===== config.mk =====
export PLATFORM = sky130hd
export DESIGN_NAME = sram_req_adapter
export DESIGN_NICKNAME = d
export VERILOG_FILES = /design/src/rtl/sram_adapter_pkg.sv /design/src/rtl/sram_rsp_fifo.sv /design/src/rtl/sram_req_adapter.sv
export SDC_FILE = /design/constraint.sdc
export NUM_CORES = 1
export LEC_CHECK = 0
export BUFFER_PORTS_ARGS = -buffer_cell sky130_fd_sc_hd__clkbuf_2
export CORE_MARGIN = 4
export CORE_UTILIZATION = 35
export CTS_CLUSTER_DIAMETER = 80
export DETAILED_ROUTE_END_ITERATION = 8
export GPL_ROUTABILITY_DRIVEN = 1
export HOLD_SLACK_MARGIN = 0.06
export PLACE_DENSITY = 0.68
export SLEW_MARGIN = 20
export SYNTH_ARGS = -nofsm -noshare
export SYNTH_HDL_FRONTEND = slang
export SYNTH_SLANG_ARGS = --single-unit

===== constraint.sdc =====
create_clock -name clk_i -period 2.63 [get_ports clk_i]
set_clock_uncertainty 0.2 [all_clocks]
set_input_delay 0.263 -clock clk_i [delete_from_list [all_inputs] [get_ports clk_i]]
set_output_delay 0.263 -clock clk_i [all_outputs]
set_load 0.01 [all_outputs]

===== src/rtl/sram_adapter_pkg.sv =====
// sram_adapter_pkg: shared geometry and request/response types for the SRAM front-end
package sram_adapter_pkg;
  localparam int SRAM_NUM_WORD = 2048;
  localparam int SRAM_NUM_BIT = 32;
  typedef struct packed {
    logic we;
    logic [$clog2(SRAM_NUM_WORD)-1:0] addr;
    logic [SRAM_NUM_BIT-1:0] wdata;
  } sram_req_t;
  typedef struct packed {
    logic [SRAM_NUM_BIT-1:0] rdata;
  } sram_rsp_t;
endpackage


===== src/rtl/sram_rsp_fifo.sv =====
// sram_rsp_fifo: small circular response FIFO with occupancy count
module sram_rsp_fifo #(
  parameter int DEPTH = 2,
  parameter int WIDTH = 32,
  localparam int PW = DEPTH > 1 ? $clog2(DEPTH) : 1,
  localparam int CW = $clog2(DEPTH + 1)
) (
  input  logic             clk,
  input  logic             rst,
  input  logic             push,
  input  logic [WIDTH-1:0] wdata,
  input  logic             pop,
  output logic [WIDTH-1:0] rdata,
  output logic [CW-1:0]    count,
  output logic             full,
  output logic             empty
);
  logic [WIDTH-1:0] mem [DEPTH];
  logic [PW-1:0] wr_ptr, rd_ptr;
  function automatic logic [PW-1:0] nxt(input logic [PW-1:0] p);
    return (p == PW'(DEPTH - 1)) ? '0 : p + PW'(1);
  endfunction
  always_ff @(posedge clk or posedge rst) begin
    if (rst) begin
      wr_ptr <= '0;
      rd_ptr <= '0;
      count <= '0;
    end else begin
      if (push) wr_ptr <= nxt(wr_ptr);
      if (pop) rd_ptr <= nxt(rd_ptr);
      count <= count + CW'(push) - CW'(pop);
    end
  end
  always_ff @(posedge clk) if (push) mem[wr_ptr] <= wdata;
  assign rdata = mem[rd_ptr];
  assign full = count == CW'(DEPTH);
  assign empty = count == '0;
endmodule


===== src/rtl/sram_req_adapter.sv =====
// sram_req_adapter: valid/ready request front-end driving a 1-cycle-latency single-port SRAM
module sram_req_adapter
  import sram_adapter_pkg::*;
#(
  parameter int NUM_WORD = SRAM_NUM_WORD,
  parameter int NUM_BIT = SRAM_NUM_BIT,
  parameter int RSP_DEPTH = 2,
  localparam int ADDR_W = $clog2(NUM_WORD)
) (
  input  logic               clk_i,
  input  logic               rst_i,
  input  logic               scan_en_i,
  input  logic               req_valid_i,
  output logic               req_ready_o,
  input  logic               req_we_i,
  input  logic [ADDR_W-1:0]  req_addr_i,
  input  logic [NUM_BIT-1:0] req_wdata_i,
  output logic               rsp_valid_o,
  input  logic               rsp_ready_i,
  output logic [NUM_BIT-1:0] rsp_rdata_o,
  output logic               sram_ceb_o,
  output logic               sram_web_o,
  output logic [ADDR_W-1:0]  sram_a_o,
  output logic [NUM_BIT-1:0] sram_d_o,
  input  logic [NUM_BIT-1:0] sram_q_i
);
  localparam int CW = $clog2(RSP_DEPTH + 1);
  logic rd_inflight_q, fire, pop, credit_ok, fifo_full, fifo_empty;
  logic [CW-1:0] fifo_count;
  logic [CW:0] occupancy;
  // a read may issue only if its response is guaranteed a FIFO slot at capture time
  assign pop = rsp_valid_o & rsp_ready_i;
  assign occupancy = (CW+1)'(fifo_count) + (CW+1)'(rd_inflight_q) - (CW+1)'(pop);
  assign credit_ok = occupancy < (CW+1)'(RSP_DEPTH);
  assign req_ready_o = ~rst_i & ~scan_en_i & (req_we_i | credit_ok);
  assign fire = req_valid_i & req_ready_o;
  assign sram_ceb_o = ~fire;
  assign sram_web_o = ~(fire & req_we_i);
  assign sram_a_o = req_addr_i;
  assign sram_d_o = req_wdata_i;
  always_ff @(posedge clk_i or posedge rst_i) begin
    if (rst_i) rd_inflight_q <= 1'b0;
    else rd_inflight_q <= fire & ~req_we_i;
  end
  sram_rsp_fifo #(.DEPTH(RSP_DEPTH), .WIDTH(NUM_BIT)) u_fifo (
    .clk(clk_i),
    .rst(rst_i),
    .push(rd_inflight_q),
    .wdata(sram_q_i),
    .pop(pop),
    .rdata(rsp_rdata_o),
    .count(fifo_count),
    .full(fifo_full),
    .empty(fifo_empty)
  );
  assign rsp_valid_o = ~fifo_empty;
  a_no_overflow: assert property (@(posedge clk_i) disable iff (rst_i) !(rd_inflight_q && fifo_full));
endmodule


==> qor.yml, run 1 <==
synth_cells: 171
grt_pass1_vias: 1648
crit_type: "reg2out"
synth_seq_cells: 69
grt_start_max_net_pins: 33
synth_top_family_by_area: "multiplexers"
synth-xor-area-share_pct: 0.852
num_io_pins: 160
wl_met3_um: 461
fmaxAchievable_mhz: 351
synth_async_sr_flop_share_pct: 7.25
clkPwrFrac_pct: 25.4
tightestPinTransition_ps: 797
cts_buffers: 9
clkLatencyLatePin_ps: 330
slowest_delay_ps: 470
synth_fa_ha_area_share_pct: 1.46
synth_flop_cell: "edfxtp_1"
ys_warn_count: 0
synth-compound-area-share_pct: 0.731
yosysSeqAreaShare_pct: 66.4
layout.nets: 333
grt_pass1_wl_mm: 8.14
pwr-share-seq_pct: 43.8
wl_met2_mm: 2.69
syn_nets: 255
h-tree-depth: 3
cts_root_buf: "clkbuf_8"
antenna_cells: 0
endpoint_kind: "output port"
routed.top_layer: "met4"
ir_drop_uv: 483
whs_ps: 124
worstPathRequired_ps: 2170
muxShareOfSynthArea_pct: 15.2
maxSlewViolCount: 0
area_growth_syn_to_layout_pct: 23.6
powerDensity_mw_per_mm2: 818
rows: 33
place.gp.congestion: 0.651
routed_wl_mm: 5.27
track_usage_pct: 10.5
fp.coreArea_sq_mm: 0.00838
synth-simple-area-share_pct: 1.83
dp_hpwl_mm: 3.44
overflow: 0
num_vias: 1562
power.static_leakage_uw: 0.00156
holdPathStages: 3
rsz0062_at_grt: "yes"
final_cell_mix: "72 x clkbuf_2, 64 x edfxtp_1, 34 x dlygate4sd3_1, 29 x mux2_4, 9 x clkbuf_8"
setup_ws_ps: -220
worstSetupStartpointType: "flop"
worst_r2r_path_depth: 8
max_slew_margin_pct: 46.9
worst_path_max_delay_cell: "fa_1"
crit_fanout: 3
stdcell_area_sq_mm: 0.00381
avgRoutedWirePerCell_um: 14.7
swShare_pct: 27.1
synth-edff-count: 64
dpl_worst_slack_ps: 82.1
share_comb_of_total_power_pct: 30.8
dr.pass1.iters: 4
placed_area_sq_mm: 0.00324
antenna_left: 0
die_x_um: 102
clkSlewWorstSetupHoldPaths_ps: 70
total_power_uw: 3120
max_cap_violations: 0
switchingPower_uw: 844
path_cells: "o21a_1 > ha_1 > inv_1 > ha_1 > inv_1 > fa_1 > nor3b_2 > a22o_1 > clkbuf_2"
dieArea_sq_mm: 0.0104
drive_above_1_share_pct: 52.0
yosysUniqueCellTypes: 22
layout_commonest_cell: "clkbuf_2"
min_period_over_period_pct: 108
postSynthAreaPerCell_sq_um: 18.0
cp.arrival_ps: 2390
clkSinkCount: 69
cts_tree: "done"
cts_buffer_depth: 2
hold_viol: 0
start_util_pct: 36.8
die_h_um: 102
failed_checks: "setup timing"
r2r_slack_ps: 390
drc: 0
drt-met1-wl_mm: 1.95
initialDrtViolationCount: 41
status: "complete, but fails checks"
p_int_uw: 2270
fin_crit_ps: 2850
port_buffers: 73
hp-class: "in2reg"
avgViaCountPerCell: 4.35
antenna_found_initial: 0
finalSetupViolCount: 2
netlist_area_sq_mm: 0.00308
[critical path: cells and delay by family (launching register included)]
family | cells | cell delay (ps)
AOI/OAI and AO/OA | 2 | 390
adders and majority gates | 3 | 880
and+or+nand+nor | 1 | 170
buffers and inverters | 3 | 240
DFF | 1 | 390
[routing by layer]
| metal | up-vias | track usage, % |
|---|---|---|
| met1 | 742 | 11.0 |
| met4 | 0 | 5.25 |
| met5 | - | 0 |
| met3 | 24 | 4.78 |
| met2 | 68 | 17.8 |
| li1 | 728 | - |
[synth_stat cells, types with 2 or more instances]
cell | n | share of area (%)
edfxtp_1 | 64 | 62
buf_4 | 43 | 10
xor2_1 | 2 | 0.57
buf_12 | 3 | 1.9
and2_1 | 2 | 0.41
mux2_2 | 3 | 1.1
dfrtp_1 | 5 | 4.1
inv_1 | 6 | 0.73
ha_1 | 2 | 0.81
mux2_4 | 29 | 14
[worst paths after layout]
check,startpoint,to
max,u_fifo.count[0]$_DFF_PP0_,req_ready_o
max in group asynchronous,rst_i,u_fifo.rd_ptr$_DFFE_PP0P_
min reg2reg,u_fifo.wr_ptr$_DFFE_PP0P_,u_fifo.wr_ptr$_DFFE_PP0P_
max reg2reg,u_fifo.count[0]$_DFF_PP0_,rd_inflight_q$_DFF_PP0_
min in group asynchronous,rst_i,rd_inflight_q$_DFF_PP0_
min,scan_en_i,rd_inflight_q$_DFF_PP0_
[area by class of cell]
class                           instances  area [sq um]
Timing Repair Buffer                  114           783
Clock buffer                           11           131
Fill cell                             730          4570
Multi-Input combinational cell         49           643
Clock inverter                          5          51.3
Inverter                                6          22.5
Tap cell                              105           131
Sequential cell                        69          2050
[state kept, by name, summed over array words and instances, names as in the netlist]
signal,flops
rd_inflight_q,1
u_fifo.count,2
u_fifo.mem,64
u_fifo.rd_ptr,1
u_fifo.wr_ptr,1
[cell families (layout without fill, tap and decap cells)]
logic type	count (synthesis)	count (layout)
xor+xnor	3	3
fa+ha+maj	3	3
simple gates	8	8
flops	69	69
buf+inv	53	136
mux	32	32
compound gates	3	3
[what timing repair did]
item                                   4_1_cts  5_1_grt
setup endpoints to repair                    2        2
endpoints found under the hold margin       70        0
pin swaps                                    0        2
hold buffers                                34        0
gates resized for setup                      2        2
buffers inserted                             2        2
[through the flow]
step / utilization, % / cells / setup TNS, ps
after floorplan: - / 171 / 0
after global placement: 38.7 / 305 / 0
after detailed placement: 38.7 / 305 / 0
after CTS: 45.2 / 357 / -479
after global routing: 45.5 / 359 / -648
final: 45.5 / 359 / -393
[power groups by stage]
stage               logic (uW)  registers [uW]  clock network, uW
floorplan                  791            1320                  0
global placement           847            1390                  0
detailed placement         859            1390                  0
CTS                        929            1370                824
global route              1040            1380                868
finish                     961            1370                791
(Power assumes the default switching activity.)
==> run 2, diff against run 1 <==
--- a/config.mk
+++ b/config.mk
@@ -7,13 +7,13 @@
 export LEC_CHECK = 0
 export BUFFER_PORTS_ARGS = -buffer_cell sky130_fd_sc_hd__clkbuf_2
 export CORE_MARGIN = 4
-export CORE_UTILIZATION = 35
+export CORE_UTILIZATION = 41
 export CTS_CLUSTER_DIAMETER = 80
+export CTS_CLUSTER_SIZE = 40
 export DETAILED_ROUTE_END_ITERATION = 8
 export GPL_ROUTABILITY_DRIVEN = 1
 export HOLD_SLACK_MARGIN = 0.06
-export PLACE_DENSITY = 0.68
-export SLEW_MARGIN = 20
+export PLACE_DENSITY = 0.77
 export SYNTH_ARGS = -nofsm -noshare
 export SYNTH_HDL_FRONTEND = slang
 export SYNTH_SLANG_ARGS = --single-unit
==> qor.yml, run 2 (same netlist as run 1, synthesis figures left out) <==
status: "complete, but fails checks"
failed_checks: "setup timing"
fmaxAchievable_mhz: 343
powerDensity_mw_per_mm2: 804
setup_ws_ps: -287
antenna_left: 0
n_fill_cell: 622
hp-class: "in2reg"
worstSetupPathDepth: 9
total_power_uw: 3060
drive_above_1_share_pct: 53.8
worst_r2r_path_depth: 8
num_io_pins: 160
grt_start_max_net_pins: 33
worst-path-buf-inv: 3
seq_area_sq_mm: 0.00205
wl_met3_um: 418
layout.cells.non_filler: 352
fp.coreArea_sq_mm: 0.00729
rsz0062_at_grt: "yes"
dp_hpwl_mm: 3.41
die_x_um: 94.7
ir_drop_uv: 496
multi_input_area_sq_um: 661
fin_crit_ps: 2920
crit_type: "reg2out"
wl_met2_mm: 2.69
slowest_delay_ps: 530
cp.arrival_ps: 2450
clkSlewWorstSetupHoldPaths_ps: 70
initialDrtViolationCount: 24
routed_wl_mm: 5.28
hold_viol: 0
dieArea_sq_mm: 0.00897
endpoint_kind: "output port"
avgViaCountPerCell: 4.53
rows: 31
finalSetupViolCount: 2
start_util_pct: 42.3
drc: 0
worstPathRequired_ps: 2170
power.static_leakage_uw: 0.00156
h-tree-depth: 3
port_buffers: 73
stdcell_area_sq_mm: 0.00381
num_vias: 1595
antenna_cells: 0
clkLatencyLatePin_ps: 330
largest_reg_flops: 64
max_cap_violations: 0
max_slew_margin_pct: 46.6
layout.nets: 332
placed_area_sq_mm: 0.00324
reg_top3: "u_fifo.mem x64, u_fifo.count x2"
die_h_um: 94.7
cp_top_family: "adder cells"
layout_commonest_cell: "clkbuf_2"
cts_tree: "done"
clkSinkCount: 69
holdPathStages: 4
grt_pass1_wl_mm: 8.28
cts_root_buf: "clkbuf_8"
final_cell_mix: "72 x clkbuf_2, 64 x edfxtp_1, 34 x dlygate4sd3_1, 29 x mux2_4, 9 x clkbuf_8"
track_usage_pct: 12.5
drt-met1-wl_mm: 2.01
overflow: 0
grt_pass1_vias: 1752
crit_fanout: 3
cts_buffers: 9
place.gp.congestion: 0.702
min_period_over_period_pct: 111
avgRoutedWirePerCell_um: 15.0
routed.top_layer: "met4"
tightestPinTransition_ps: 800
path_cells: "o21a_1 > ha_1 > inv_1 > ha_2 > inv_2 > fa_1 > nor3b_2 > a22o_1 > clkbuf_2"
regMostFlops: "u_fifo.mem"
worstSetupStartpointType: "flop"
area_growth_syn_to_layout_pct: 23.6
cts_buffer_depth: 2
worst_path_max_delay_cell: "fa_1"
dr.pass1.iters: 4
antenna_found_initial: 0
place_inst: 299
maxSlewViolCount: 0
-- run 2: cell type report --
class                   instances  area share (%)
flip-flops and latches         69            53.8
inverters                       6           0.591
clock buffers                   9            3.25
repair buffers                113            20.5
well taps                      99            3.25
multi-input cells              49            17.3
clock inverters                 7            1.28
-- run 2: power breakdown --
part,internal [uW],switching [uW],leakage [uW]
clock,345,386,0.0000914
combinational,567,431,0.000834
sequential,1270,66.2,0.000636
-- run 2: worst min-delay path, cell delays in order --
cell and delay [ps]:
clkbuf_2 80, o21a_1 130, buf_4 110, xor2_1 50
-- run 2: what timing repair did --
action,4_1_cts,5_1_grt
resized for setup,2,7
gates cloned,0,0
setup buffers,2,1
setup endpoints to repair,2,2
hold endpoints to repair,70,0
pin swaps,0,2
hold buffers,34,0
-- run 2: per-stage QoR --
| step | worst slack [ps] | hold WS [ps] | setup TNS (ps) | utilization (%) |
|---|---|---|---|---|
| 5_1_grt | -441 | 137 | -824 | 52.2 |
| 2_1_floorplan | 158 | -158 | 0 | - |
| 3_3_place_gp | 145 | -9.33 | 0 | 44.4 |
| 6_report | -287 | 134 | -554 | 52.2 |
| 4_1_cts | -269 | 103 | -507 | 51.7 |
| 3_5_place_dp | 59.7 | 9.92 | 0 | 44.4 |
-- run 2: path summary, 6_finish.rpt --
path                                           start                        end  slack, ps
setup reg to reg           u_fifo.count[0]$_DFF_PP0_    rd_inflight_q$_DFF_PP0_        310
setup / recovery           u_fifo.count[0]$_DFF_PP0_                req_ready_o       -290
hold / removal                           rsp_ready_i  u_fifo.rd_ptr$_DFFE_PP0P_        130
hold reg to reg            u_fifo.wr_ptr$_DFFE_PP0P_  u_fifo.wr_ptr$_DFFE_PP0P_        340
min in group asynchronous                      rst_i    rd_inflight_q$_DFF_PP0_        230
max in group asynchronous                      rst_i  u_fifo.rd_ptr$_DFFE_PP0P_       1810
-- run 2: metal layers --
layer / GRT usage (%) / vias up
met2: 20.6 / 76
met5: 0 / -
met4: 7.57 / 0
li1: - / 730
met3: 5.02 / 33
met1: 13.4 / 756
==> run 3, diff against run 2 <==
--- a/config.mk
+++ b/config.mk
@@ -13,6 +13,7 @@
 export DETAILED_ROUTE_END_ITERATION = 8
 export GPL_ROUTABILITY_DRIVEN = 1
 export HOLD_SLACK_MARGIN = 0.06
+export MAX_ROUTING_LAYER = met4
 export PLACE_DENSITY = 0.77
 export SYNTH_ARGS = -nofsm -noshare
 export SYNTH_HDL_FRONTEND = slang
==> qor.yml, run 3 (same netlist as run 1, synthesis figures left out) <==
multi_input_area_sq_um: 661
failed_checks: "setup timing"
crit_fanout: 3
min_to: "u_fifo.rd_ptr$_DFFE_PP0P_"
antenna_cells: 0
grt_pass1_wl_mm: 8.28
clkSlewWorstSetupHoldPaths_ps: 70
dp_hpwl_mm: 3.41
rows: 31
drc: 0
port_buffers: 73
cts_buffer_depth: 2
max_cap_violations: 0
die_h_um: 94.7
crit_type: "reg2out"
antenna_found_initial: 0
setup_ws_ps: -290
area_growth_syn_to_layout_pct: 23.6
power.static_leakage_uw: 0.00156
seq_area_sq_mm: 0.00205
regMostFlops: "u_fifo.mem"
min_period_over_period_pct: 111
dpl_worst_slack_ps: 59.7
clkLatencyLatePin_ps: 330
grt_start_max_net_pins: 33
reg2reg_from: "u_fifo.count[0]$_DFF_PP0_"
cts_tree: "done"
track_usage_pct: 12.9
n_fill_cell: 622
grt.busiest_layer: "met2"
dr.pass1.iters: 4
grt.met2_usage_pct: 20.6
die_x_um: 94.7
hold_viol: 0
worstPathRequired_ps: 2170
holdPathStages: 4
worst_r2r_path_depth: 8
place.gp.congestion: 0.709
initialDrtViolationCount: 22
avgViaCountPerCell: 4.54
tightestPinTransition_ps: 801
drive_above_1_share_pct: 53.8
hp-class: "in2reg"
grt_pass1_vias: 1744
timing.rr.end: "rd_inflight_q$_DFF_PP0_"
avgRoutedWirePerCell_um: 15.0
maxSlewViolCount: 0
endpoint_kind: "output port"
dieArea_sq_mm: 0.00897
total_power_uw: 3060
fmaxAchievable_mhz: 342
use_met1_pct: 13.4
routed_wl_mm: 5.28
clkSinkCount: 69
antenna_left: 0
whs_ps: 131
layout.nets: 332
cp.arrival_ps: 2460
num_vias: 1599
r2r_slack_ps: 310
worstSetupStartpointType: "flop"
layout_commonest_cell: "clkbuf_2"
start_util_pct: 42.3
largest_reg_flops: 64
final_cell_mix: "72 x clkbuf_2, 64 x edfxtp_1, 34 x dlygate4sd3_1, 29 x mux2_4, 9 x clkbuf_8"
h-tree-depth: 3
powerDensity_mw_per_mm2: 804
status: "complete, but fails checks"
fp.coreArea_sq_mm: 0.00729
reg_top3: "u_fifo.mem x64, u_fifo.count x2"
rsz0062_at_grt: "yes"
max_slew_margin_pct: 46.6
min-delay-start: "rsp_ready_i"
num_io_pins: 160
use_met3_pct: 5.02
finalSetupViolCount: 2
cts_buffers: 9
overflow: 0
fin_crit_ps: 2920
cts_root_buf: "clkbuf_8"
ir_drop_uv: 495
## run 3: cell counts in the layout (fill, tap and decap cells not counted)
No cell type changed its count.
## run 3: critical path, stage by stage, from the launching register on
cell and delay, ps:
dfrtp_1 390, o21a_1 190, ha_1 280, inv_1 70, ha_2 170, inv_2 40
fa_1 530, nor3b_2 190, a22o_1 140, clkbuf_2 120
## run 3: report_power, final
part	switching [uW]	leakage [uW]	internal (uW)
Combinational	431	0.000834	567
Clock	389	0.0000914	344
Sequential	65.7	0.000636	1270
Total	886	0.00156	2180
## run 3: area by class of cell
class	instances	area share [%]
inverter	6	0.591
tap	99	3.25
sequential	69	53.8
timing repair buffer	113	20.5
clock inverter	7	1.28
clock buffer	9	3.25
multi-input combinational	49	17.3
## run 3: how the worst max path moves through the flow
stage                                         start  depth (start not counted)                    endpoint
after floorplan             rd_inflight_q$_DFF_PP0_                          1  u_fifo.mem[0][0]$_DFFE_PP_
after global placement    u_fifo.count[1]$_DFF_PP0_                          9                 req_ready_o
after detailed placement  u_fifo.count[1]$_DFF_PP0_                          9                 req_ready_o
after CTS                 u_fifo.count[0]$_DFF_PP0_                          9                 req_ready_o
after global routing      u_fifo.count[0]$_DFF_PP0_                          9                 req_ready_o
final                     u_fifo.count[0]$_DFF_PP0_                          9                 req_ready_o
## run 3: per-layer routing
| metal | up-vias | share of wire (%) |
|---|---|---|
| li1 | 731 | - |
| met1 | 759 | 38 |
| met2 | 76 | 50 |
| met3 | 33 | 7.9 |
| met4 | 0 | 3.4 |
| met5 | - | 0 |
## run 3: what timing repair did
| item | CTS | global route |
|---|---|---|
| endpoints found under the setup margin | 2 | 2 |
| hold buffers | 34 | 0 |
| pin swaps | 0 | 2 |
| hold endpoints to repair | 70 | 0 |
| resized for setup | 2 | 7 |
| setup buffers | 2 | 1 |
## run 3: per-stage QoR
step	setup TNS (ps)	instances	cell area, sq um	utilization, %
floorplan	0	171	3080	-
CTS	-507	351	3770	51.7
global route	-824	352	3810	52.2
global placement	0	299	3240	44.4
finish	-560	352	3810	52.2
detailed placement	0	299	3240	44.4
